[src/rtl/pregame_pkg.sv]
// Shared definitions for the pre-game sequencer and the in-game controller:
// scene state encoding and the player-count clamp.
package pregame_pkg;

  localparam int STATE_W = 3;

  typedef enum logic [STATE_W-1:0] {
    S_IDLE     = 3'd0,
    S_CLEAR    = 3'd1,
    S_DELAY    = 3'd2,
    S_REQ_NAME = 3'd3,
    S_END      = 3'd4,
    S_DONE     = 3'd5,
    S_ERROR    = 3'd6
  } state_t;

  // A request of zero players still runs one name entry.
  function automatic int clamp_players(input int requested, input int max_players);
    if (requested < 1) return 1;
    if (requested > max_players) return max_players;
    return requested;
  endfunction

endpackage

[src/rtl/pregame_timer.sv]
// Loadable up-counter with terminal-count compare; holds at the terminal
// value so it never wraps.
module pregame_timer #(
  parameter int W = 4
) (
  input  logic         clock,
  input  logic         resetn,
  input  logic         load,
  input  logic         inc,
  input  logic [W-1:0] term,
  output logic         at_term
);

  logic [W-1:0] count_q;
  logic [W-1:0] count_d;

  assign at_term = (count_q == term);

  always_comb begin
    count_d = count_q;
    if (load) begin
      count_d = '0;
    end else if (inc && !at_term) begin
      count_d = count_q + W'(1);
    end
  end

  always_ff @(posedge clock or negedge resetn) begin
    if (!resetn) begin
      count_q <= '0;
    end else begin
      count_q <= count_d;
    end
  end

endmodule

[src/rtl/pregame_sequencer.sv]
// Pre-game sequencer: clears MODEL, collects one user name per player from
// VIEW with a settle delay before each request, then waits for end confirm.
module pregame_sequencer
  import pregame_pkg::*;
#(
  parameter int MAX_PLAYERS   = 2,
  parameter int DELAY_CYCLES  = 1000,
  parameter int RESET_TIMEOUT = 1023,
  parameter int PW            = $clog2(MAX_PLAYERS + 1)
) (
  input  logic          clock,
  input  logic          resetn,
  input  logic          start,
  input  logic          abort,
  input  logic [PW-1:0] num_players,
  input  logic          mode_coop,
  input  logic          cbk_for_reset,
  input  logic          cbk_for_view,
  input  logic          cbk_for_end_confirm,
  output logic          clear_req,
  output logic          user_name_req,
  output logic [PW-1:0] user_name_idx,
  output logic [PW-1:0] players_lat,
  output logic          coop_lat,
  output logic          end_req,
  output logic          busy,
  output logic          done,
  output logic          error
);

  localparam int TMAX = (DELAY_CYCLES > RESET_TIMEOUT) ? DELAY_CYCLES : RESET_TIMEOUT;
  localparam int TW   = $clog2(TMAX + 1);
  localparam logic [TW-1:0] DELAY_TERM   = TW'(DELAY_CYCLES - 1);
  localparam logic [TW-1:0] TIMEOUT_TERM = TW'(RESET_TIMEOUT - 1);

  state_t        state_q, state_d;
  logic [PW-1:0] idx_q, idx_d;
  logic [PW-1:0] players_q, players_d;
  logic          coop_q, coop_d;
  logic          clear_req_q, clear_req_d;
  logic          name_req_q, name_req_d;
  logic [PW-1:0] name_idx_q, name_idx_d;
  logic          end_req_q, end_req_d;
  logic          busy_q, busy_d;
  logic          done_q, done_d;
  logic          error_q, error_d;

  logic          timer_load;
  logic          timer_inc;
  logic          timer_at_term;
  logic [TW-1:0] timer_term;

  // Delay and timeout never run together, so one counter serves both.
  assign timer_term = (state_q == S_CLEAR) ? TIMEOUT_TERM : DELAY_TERM;

  pregame_timer #(.W(TW)) u_timer (
    .clock   (clock),
    .resetn  (resetn),
    .load    (timer_load),
    .inc     (timer_inc),
    .term    (timer_term),
    .at_term (timer_at_term)
  );

  always_comb begin
    state_d    = state_q;
    idx_d      = idx_q;
    players_d  = players_q;
    coop_d     = coop_q;
    timer_load = 1'b0;
    timer_inc  = 1'b0;
    if (abort) begin
      state_d = S_IDLE;
    end else begin
      unique case (state_q)
        S_IDLE, S_ERROR: begin
          if (start) begin
            state_d    = S_CLEAR;
            players_d  = PW'(clamp_players(int'(num_players), MAX_PLAYERS));
            coop_d     = mode_coop;
            idx_d      = '0;
            timer_load = 1'b1;
          end
        end
        S_CLEAR: begin
          // An ack arriving on the timeout edge still counts as success.
          if (cbk_for_reset) begin
            state_d    = S_DELAY;
            timer_load = 1'b1;
          end else if (timer_at_term) begin
            state_d = S_ERROR;
          end else begin
            timer_inc = 1'b1;
          end
        end
        S_DELAY: begin
          if (timer_at_term) begin
            state_d = S_REQ_NAME;
          end else begin
            timer_inc = 1'b1;
          end
        end
        S_REQ_NAME: begin
          if (cbk_for_view) begin
            if (idx_q == (players_q - PW'(1))) begin
              state_d = S_END;
            end else begin
              state_d    = S_DELAY;
              idx_d      = idx_q + PW'(1);
              timer_load = 1'b1;
            end
          end
        end
        S_END: begin
          if (cbk_for_end_confirm) state_d = S_DONE;
        end
        S_DONE:  state_d = S_IDLE;
        default: state_d = S_IDLE;
      endcase
    end
  end

  // Outputs are decoded from the next state so they line up with state_q.
  always_comb begin
    clear_req_d = (state_d == S_CLEAR);
    name_req_d  = (state_d == S_REQ_NAME);
    name_idx_d  = (state_d == S_REQ_NAME) ? idx_d : '0;
    end_req_d   = (state_d == S_END);
    busy_d      = !((state_d == S_IDLE) || (state_d == S_DONE) || (state_d == S_ERROR));
    done_d      = (state_d == S_DONE);
    error_d     = (state_d == S_ERROR);
  end

  always_ff @(posedge clock or negedge resetn) begin
    if (!resetn) begin
      state_q     <= S_IDLE;
      idx_q       <= '0;
      players_q   <= '0;
      coop_q      <= 1'b0;
      clear_req_q <= 1'b0;
      name_req_q  <= 1'b0;
      name_idx_q  <= '0;
      end_req_q   <= 1'b0;
      busy_q      <= 1'b0;
      done_q      <= 1'b0;
      error_q     <= 1'b0;
    end else begin
      state_q     <= state_d;
      idx_q       <= idx_d;
      players_q   <= players_d;
      coop_q      <= coop_d;
      clear_req_q <= clear_req_d;
      name_req_q  <= name_req_d;
      name_idx_q  <= name_idx_d;
      end_req_q   <= end_req_d;
      busy_q      <= busy_d;
      done_q      <= done_d;
      error_q     <= error_d;
    end
  end

  assign clear_req     = clear_req_q;
  assign user_name_req = name_req_q;
  assign user_name_idx = name_idx_q;
  assign players_lat   = players_q;
  assign coop_lat      = coop_q;
  assign end_req       = end_req_q;
  assign busy          = busy_q;
  assign done          = done_q;
  assign error         = error_q;

endmodule

[config.mk]
export PLATFORM = sky130hd
export DESIGN_NAME = pregame_sequencer
export DESIGN_NICKNAME = d
export VERILOG_FILES = /design/src/rtl/pregame_pkg.sv /design/src/rtl/pregame_timer.sv /design/src/rtl/pregame_sequencer.sv
export SDC_FILE = /design/constraint.sdc
export NUM_CORES = 1
export LEC_CHECK = 0
export ABC_AREA = 0
export BUFFER_PORTS_ARGS = -buffer_cell sky130_fd_sc_hd__buf_2
export CAP_MARGIN = 30
export CELL_PAD_IN_SITES_DETAIL_PLACEMENT = 1
export CELL_PAD_IN_SITES_GLOBAL_PLACEMENT = 1
export CORE_MARGIN = 4
export CORE_UTILIZATION = 30
export DETAILED_ROUTE_END_ITERATION = 7
export PLACE_DENSITY_LB_ADDON = 0.1
export SLEW_MARGIN = 10
export SYNTH_ARGS = -nofsm -noshare
export SYNTH_HDL_FRONTEND = slang
export SYNTH_SLANG_ARGS = --single-unit
[constraint.sdc]
create_clock -name clock -period 4.5 [get_ports clock]
set_input_delay 0.225 -clock clock [delete_from_list [all_inputs] [get_ports clock]]
set_output_delay 0.225 -clock clock [all_outputs]
set_load 0.01 [all_outputs]
# After elaboration in Yosys (flattened, before gate mapping)
# Index checks and enable logic that the tools add are counted.
# word_totals
out_inout_bits,11
input_bits,10
register_bits,26
elab_cells,81
# classes
magnitude_cmp,2
addsub,3
mux,41
bitwise,1
n_reduce_logical,10
n_eq_ne,12
# ops
operator,n
3-bit two-way mux,8
10-bit two-way mux,2
1-bit two-way mux,18
2-bit two-way mux,8
3-bit == test (second input constant),5
3-bit case mux with 5 select lines,1
10-bit by 1-bit adder with 10-bit output (second input constant),1
10-bit == test,1
3-bit by 2-bit == test with 1-bit output (second input constant),3
3-bit by 1-bit == test with 1-bit output (second input constant),2
3-bit logical NOT,2
5-bit two-way mux,1
2-bit case mux with 2 select lines,1
1-bit case mux with 3 select lines,1
3-bit AND reduction,1
2-bit by 1-bit adder with 2-bit output (second input constant),1
2-bit == test,1
2-bit > comparator (second input constant),1
1-bit logical NOT,2
1-bit logical OR,2
2-bit by 1-bit less-than comparator with 1-bit output (second input constant),1
1-bit case mux with 2 select lines,1
2-bit nonzero test,1
2-bit OR reduction,1
3 further kinds,3

# Logic depth before layout (Yosys ltp)
# Gate-level depths: netlist of run 1.
# logic_depth
ltp_word,11
depth_mapped,6
depth_no_buf,5

# By module
# A second synthesis of run 1 with hierarchy kept.
# unflattened
hier_cells,168
area_unflattened_um2,1615.3
# modules_own_cells
mod,cells_each,seq_area_each_um2,area_each_um2,instances
pregame_sequencer,97,400.4,947.2,1
pregame_timer,71,250.2,668.1,1

# Worst setup path after synthesis of run 1
# OpenSTA, ideal clock, no wires.
# synth_timing
path_kind,register -> register
from,register state_q[1]
to,register end_req_q (netlist: end_req)
t_required_ns,4.420
setup_ns,0.080
setup_slack_ns,2.739
path_buffers,0
period_less_slack_ns,1.761
arrival_time_ns,1.681
path_stages_with_launch,6
path_cell_list,dfrtp_1 > mux2_2 > a311oi_2 > o211ai_2 > or3_1 > nor3_2
# synth_between
elab_chain_cells,8
elab_cells_between_ends,18
classes_between,eq/ne (7); mux (9); reduce/logical (2)
# synth_rtl
element,line,source
start: declaration,pregame_sequencer.sv:36,"state_t state_q, state_d;"
start signal: assignment,pregame_sequencer.sv:148,state_q <= state_d;
3-bit by 1-bit == test with 1-bit output,"pregame_sequencer.sv:54, pregame_sequencer.sv:75",
5-bit two-way mux,pregame_sequencer.sv:54,assign timer_term = (state_q == S_CLEAR) ? TIMEOUT_TERM : DELAY_TERM;
10-bit == test,pregame_timer.sv:17,assign at_term = (count_q == term);
3-bit two-way mux,pregame_sequencer.sv:90,end else if (timer_at_term) begin
3-bit two-way mux,pregame_sequencer.sv:87,if (cbk_for_reset) begin
3-bit case mux with 5 select lines (*),pregame_sequencer.sv:75,unique case (state_q)
3-bit two-way mux (*),pregame_sequencer.sv:72,if (abort) begin
3-bit == test (*),pregame_sequencer.sv:128,end_req_d = (state_d == S_END);
net end_req_d,pregame_sequencer.sv:43,"logic end_req_q, end_req_d;"
end signal: assignment,pregame_sequencer.sv:155,end_req_q <= end_req_d;
end: declaration,pregame_sequencer.sv:43,
# Mark *: on every way through the listed nets, which the timed path passes. The rest lies on a longest branch.
# A chain may end at the register's enable or synchronous reset.

# Final worst setup path of run 1
# layout_timing
from,register state_q[0]
to,register u_timer.count_q[0]
# layout_between
elab_chain_cells,9
elab_cells_between_ends,18
classes_between,eq/ne (5); mux (8); reduce/logical (5)
# layout_rtl
element,line,source
3-bit by 1-bit == test with 1-bit output,"pregame_sequencer.sv:54, pregame_sequencer.sv:75",
5-bit two-way mux,pregame_sequencer.sv:54,
10-bit == test,pregame_timer.sv:17,
1-bit two-way mux,"pregame_sequencer.sv:90, pregame_sequencer.sv:97",
1-bit two-way mux,pregame_sequencer.sv:87,
1-bit case mux with 2 select lines,pregame_sequencer.sv:75,
1-bit two-way mux,pregame_sequencer.sv:72,
1-bit logical AND,pregame_timer.sv:23,end else if (inc && !at_term) begin
2-bit nonzero test (no line),--,
end signal: assignment,pregame_timer.sv:32,count_q <= count_d;
end: declaration,pregame_timer.sv:14,logic [W-1:0] count_q;
# Parallel ways exist; a longest one is shown, timed or not.

==> key figures, run 1 <==
Synthesis
  – Netlist cell types: 53
  – Post-synth EDFFs: 0
  – Mapped Nets: around 170
  – Ranking of synthesized cells by area: dfrtp_1, nor2_1, xnor2_1, mux2i_1, a2111oi_2
  – Syn avg cell area: 10.05 um2
  – Post-synthesis sequential area ratio: 41.77%
  – Mapped cell area: 1558 um2
  – Yosys top cell area share: 41.77%
  – Yosys reg bits: 26
  – YS warnings: 0
  – Post-Synthesis Cells: 155
  – Asr flop ratio synth: between 90% and 100%
  – Ys flop type: dfrtp_1
  – Synth area leader: dfrtp_1

Routing
  – Remaining antenna violation count after routing: 0
  – Vias/cell: between 5 and 6
  – DRC Markers: 0
  – Drt wl/cell: about 16 um
  – Via count: 1243
  – Routed Wire Length: ~3800 um
  – Pre-antenna DRT Iters: 4
  – DRT iter0 DRCs: 50

Layout
  – Final Cell Area: 1773 um2
  – Leading cell type in the layout, fill and taps excluded: dfrtp_1
  – Commonest non-fill, non-tap cells in the layout: dfrtp_1, nor2_1, buf_2, xnor2_1, nand2_1
  – Layout Cells excl Fill: between 200 and 250
  – Nets@finish: 188
  – Filler instances: 588
  – P&R area growth vs syn: 13.82%
  – ANT cells: 0
  – Layout cells sized above 1: between 20% and 30%

Clock network
  – CTS resizes: 0
  – CTS Root Cell: clkbuf_8
  – CTS Buf Count: 3
  – Clock latency on the worst-skew pair: 0.27 ns
  – Clock Path Buffers: 2
  – Setup Buffers After CTS: 0
  – CTS clk-pin slew, worst paths: 0.09 ns
  – Clk sink count: 26
  – Cts hold-fix bufs: 1
  – CTS tree: yes
  – H-Tree Depth: 1

Critical path
  – Arrival @ worst endpoint: 2.40 ns
  – Worst path max stage delay: 0.69 ns
  – Crit Path Max Fanout: 17
  – CP Capture Type: flip-flop
  – Crit path kind: flip-flop to flip-flop
  – Crit-path cells: nor3b_2, mux2i_1, a21oi_1, xnor2_1, nor2_1
  – Critical path startpoint category: flip-flop
  – WP data required: roughly 4.6 ns
  – Slowest-stage cell, CP: dfrtp_1

Job
  – Max-cap check violation count: 0

Global route
  – Gr ovfl total: 0
  – GR Util All Layers: 13.77%
  – Initial antenna violation count: 0
  – Largest net degree at the start of global routing: 27
  – Vias in the first global route: 1358
  – First-pass GRT wire length: slightly above 7000 um

Die
  – Initial cell density of the core: 31.92%
  – Total core area: a little under 5000 um2
  – Die Wd: 80.06 um
  – Io pins: 21
  – Die height: around 80 um
  – Die area: 6410 um2
  – Rows: 25

STA
  – Setup TNS: 0 ns
  – Final setup violation count: 0
  – Final hold violations: 0
  – Final WS setup: roughly 2.2 ns
  – Setup Skew: between 0.0015 and 0.002 ns
  – Rel. slew slack: between 40% and 50%
  – Final critical-path required period: 2.271 ns
  – Hold Slack: 0.1406 ns
  – Worst Tran Pin Value: 0.7969 ns
  – RSZ-0062 raised after global routing: false
  – Peak Freq: around 440 MHz
  – Final Cycle Share: 50.46%
  – Slew Limit Fails: 0

Place
  – RD Place Congestion: 0.7503
  – Placed cell count: roughly 240
  – Area post-placement: 1722 um2
  – Dpl ws: 2.282 ns
  – Dpl hpwl: between 2000 and 3000 um
  – Port buffer count: 19

Power
  – Maximum VDD drop: 153.6 uV
  – Leakage: around 0.00075 uW
  – Power Dens Cells: 309.1 nW/um2

Hold path
  – Hold Path Class: input port to flip-flop

Status
  – Status: finished clean
==> final cells by class <==
cell class	instances	area (um2)	share of cell area [%]
repair buffers	20	105.1	5.928
multi-input cells	122	877.1	49.47
inverters	4	15.01	0.8469
well taps	67	83.83	4.728
clock buffers	3	41.29	2.329
flip-flops and latches	26	650.6	36.70
==> synth_stat cells, types with 2 or more instances <==
library cell / n
inv_1: 4
a211oi_2: 2
nand4_1: 2
or3b_1: 3
nor2_1: 24
o21ai_0: 2
nor3b_2: 2
a2111oi_2: 2
xnor2_1: 8
a211oi_1: 3
nand3_1: 4
buf_2: 3
and3_1: 2
mux2i_1: 6
nand2_1: 7
dfrtp_1: 26
nand4b_1: 2
a21o_1: 2
nor3_2: 2
o2bb2ai_1: 2
o21ai_1: 3
nor2b_1: 3
nor3_1: 3
a21oi_1: 5
nand2b_1: 4
mux2_1: 2
==> cells by family (layout without fill, tap and decap cells) <==
logic type	after synthesis	count (layout)	synth area share, %
simple gates	70	70	26.75
flops	26	26	41.77
fa+ha+maj	2	2	1.446
xor+xnor	10	10	6.105
buf+inv	7	27	1.927
mux	9	9	6.024
compound gates	31	31	15.98
==> metrics by stage <==
stage,util (%),total power (uW)
after floorplan,-,373.7
after global placement,35.28,416.9
after detailed placement,35.28,420.7
after CTS,36.33,557.1
after global routing,36.33,592.2
final,36.33,548.0
==> report_power, final <==
| group | total, uW | internal (uW) | switching (uW) |
|---|---|---|---|
| registers | 281 | 251 | 29.3 |
| clock network | 133 | 60.0 | 72.8 |
| logic | 134 | 58.5 | 76.0 |
| total | 548 | 370 | 178 |
==> critical path: cells and delay by family (launching register included) <==
family,cells,cell delay (ns)
XOR/XNOR,1,0.19
AND/OR/NAND/NOR,2,0.44
flip-flops,1,0.69
AO/OA/AOI/OAI,1,0.24
multiplexers,1,0.57
==> registers in the layout, summed over array words and instances (netlist names) <==
name	flops
end_req	1
user_name_req	1
u_timer.count_q	10
busy	1
coop_lat	1
error	1
state_q	3
user_name_idx	2
players_lat	2
clear_req	1
done	1
idx_q	2
==> final timing paths <==
check                                      from                        endpoint  slack, ns  cells past startpoint
max                        state_q[0]$_DFF_PN0_  u_timer.count_q[0]$_DFFE_PN0P_       2.23                      5
min                              num_players[1]      players_lat[0]$_DFFE_PN0P_       0.14                      2
max reg2reg                state_q[0]$_DFF_PN0_  u_timer.count_q[0]$_DFFE_PN0P_       2.23                      5
min reg2reg                coop_lat$_DFFE_PN0P_            coop_lat$_DFFE_PN0P_       0.49                      1
max in group asynchronous                resetn      user_name_idx[0]$_DFF_PN0_       3.59                      2
min in group asynchronous                resetn      players_lat[0]$_DFFE_PN0P_       0.50                      2
==> per-layer routing <==
metal / routed length, um / GRT usage, %
met4: 22 / 3.378
met1: 1997 / 20.69
met3: 121 / 2.354
met5: 0 / 0
met2: 1680 / 20.28
(Power assumes the default switching activity.)
==> run 2, diff against run 1 <==
==> constraint.sdc (replaced) <==
create_clock -name clock -period 2.02 [get_ports clock]
set_input_delay 0.101 -clock clock [delete_from_list [all_inputs] [get_ports clock]]
set_output_delay 0.101 -clock clock [all_outputs]
set_load 0.01 [all_outputs]
==> run 2 against run 1 <==
  * Critical endpoint is now players_lat[1]$_DFFE_PN0P_
  * Non-clock buffer count is 15 higher
  * Critical path type unchanged
  * Sequential power is 120% higher
  * First-iteration DRC count grew 4.0%
==> key figures, run 2 (synthesis results as in run 1) <==
Status
  – Status: finished clean

Routing
  – Vias/cell: 5.074
  – Pre-antenna DRT Iters: 4
  – Routed Wire Length: between 4000 and 5000 um
  – DRT iter0 DRCs: 52
  – Remaining antenna violation count after routing: 0
  – DRC Markers: 0
  – Via count: 1309
  – Drt wl/cell: 15.73 um

Hold path
  – Worst hold path depth: 2
  – HP Start: num_players[1]
  – Hold Path End: players_lat[0]$_DFFE_PN0P_
  – Hold Path Class: input port to flip-flop

Power
  – Psw: around 420 uW
  – Switching Fraction: 31.63%
  – Leakage: ~0.00083 uW
  – Power Dens Cells: 692.9 nW/um2
  – Seq pwr share: 46.7%
  – Internal Power: 903.3 uW
  – Clk network pwr share: 26.3%
  – Comb pwr share: 27.1%
  – Maximum VDD drop: 227.3 uV

STA
  – Final hold violations: 0
  – Final Cycle Share: 93.64%
  – Final critical-path required period: 1.892 ns
  – Setup Skew: 0.004276 ns
  – Slew Limit Fails: 0
  – Setup TNS: 0 ns
  – Hold Slack: 0.01787 ns
  – Final setup violation count: 0
  – RSZ-0062 raised after global routing: false
  – Peak Freq: 528.6 MHz
  – Rel. slew slack: 59.05%
  – Worst Tran Pin Value: 0.6142 ns
  – Final WS setup: ~0.13 ns

Layout
  – Commonest non-fill, non-tap cells in the layout: nor2_1, dfrtp_1, buf_2, buf_4, xnor2_1
  – Final Cell Area: 1907 um2
  – Core Util, Final: 39.08%
  – ANT cells: 0
  – Most flops, register: u_timer.count_q
  – Largest register FFs: 10
  – Largest registers: u_timer.count_q: 10 flops, state_q: 3 flops
  – Nets@finish: 203
  – P&R area growth vs syn: 22.41%
  – Layout cells sized above 1: a little under a third

Place
  – Port buffer count: 19
  – Dpl hpwl: between 3000 and 4000 um
  – RD Place Congestion: 0.7737
  – Dpl ws: 0.08341 ns
  – Area post-placement: 1827 um2

Critical path
  – Flop2flop setup slack: 0.13 ns
  – Crit Path Max Fanout: 13
  – Reg-to-reg startpoint: state_q[1]$_DFF_PN0_
  – Arrival @ worst endpoint: approximately 2.1 ns
  – CP Capture Type: flip-flop
  – WP data required: 2.18 ns
  – Crit path kind: flip-flop to flip-flop
  – Critical path startpoint category: flip-flop
  – Register-to-Register Path Depth: 4
  – Reg-to-Reg End: players_lat[1]$_DFFE_PN0P_

Clock network
  – CTS Root Cell: clkbuf_8
  – Clock Path Buffers: 2
  – CTS clk-pin slew, worst paths: around 0.1 ns
  – H-Tree Depth: 1
  – Clk sink count: 26
  – Clock latency on the worst-skew pair: 0.27 ns
  – CTS Buf Count: 3
  – CTS tree: yes

Die
  – Initial cell density of the core: 31.92%
  – Total core area: 4880 um2
  – Die area: 6410 um2
  – Die Wd: approximately 80 um
  – Rows: 25
  – Die height: 80.06 um
  – Io pins: 21

Global route
  – First-pass GRT wire length: a little over 7000 um
  – Largest net degree at the start of global routing: 27
  – Vias in the first global route: approximately 1400
  – Initial antenna violation count: 0
  – Gr ovfl total: 0
  – GR Util All Layers: 13.95%

Job
  – Max-cap check violation count: 0
run 2: through the flow:
stage / cells / total power [uW]
after floorplan: 155 / 832.4
after global placement: 252 / 971.2
after detailed placement: 252 / 983.6
after CTS: 257 / 1340
after global routing: 258 / 1422
final: 258 / 1321
run 2: layout make-up:
type	count	area [um2]
clock buffer	4	55.05
fill	585	2973
inverter	4	15.01
multi-input combinational	122	882.1
sequential	26	653.1
tap	67	83.83
timing repair buffer	35	217.7
run 2: how the worst max path moves through the flow:
| stage | from | to | slack, ns | cells past startpoint |
|---|---|---|---|---|
| after global routing | state_q[1]$_DFF_PN0_ | u_timer.count_q[8]$_DFFE_PN0P_ | 0.02 | 6 |
| after floorplan | state_q[1]$_DFF_PN0_ | end_req$_DFF_PN0_ | 0.26 | 5 |
| after CTS | state_q[0]$_DFF_PN0_ | end_req$_DFF_PN0_ | 0.08 | 5 |
| after global placement | state_q[0]$_DFF_PN0_ | end_req$_DFF_PN0_ | 0.12 | 5 |
| after detailed placement | u_timer.count_q[5]$_DFFE_PN0P_ | end_req$_DFF_PN0_ | 0.08 | 5 |
| final | state_q[1]$_DFF_PN0_ | players_lat[1]$_DFFE_PN0P_ | 0.13 | 4 |
run 2: what timing repair did:
action                     in CTS  in global routing
hold endpoints to repair       26                  0
buffers inserted                0                  1
resized for setup               0                  3
setup endpoints to repair       0                  6
hold buffers                    1                  0
run 2: critical path, cell delays in order, from the launching register on:
cell	delay, ns
dfrtp_1	0.45
buf_4	0.21
nor2b_1	0.17
or4_1	0.60
mux2_1	0.35
run 2: power by group through the flow:
stage | Combinational, uW | Sequential [uW] | Clock (uW)
detailed placement | 357 | 626 | 0
finish | 358 | 616 | 347
floorplan | 209 | 624 | 0
CTS | 361 | 616 | 363
global route | 397 | 626 | 398
global placement | 349 | 622 | 0
run 2: routing by layer:
layer / share of wire, % / global-route usage [%] / up-vias
met1: 53 / 20.61 / 650
met3: 1.9 / 1.794 / 2
met4: 0.67 / 3.041 / 0
li1: - / - / 641
met5: 0 / 0 / -
met2: 45 / 21.61 / 16
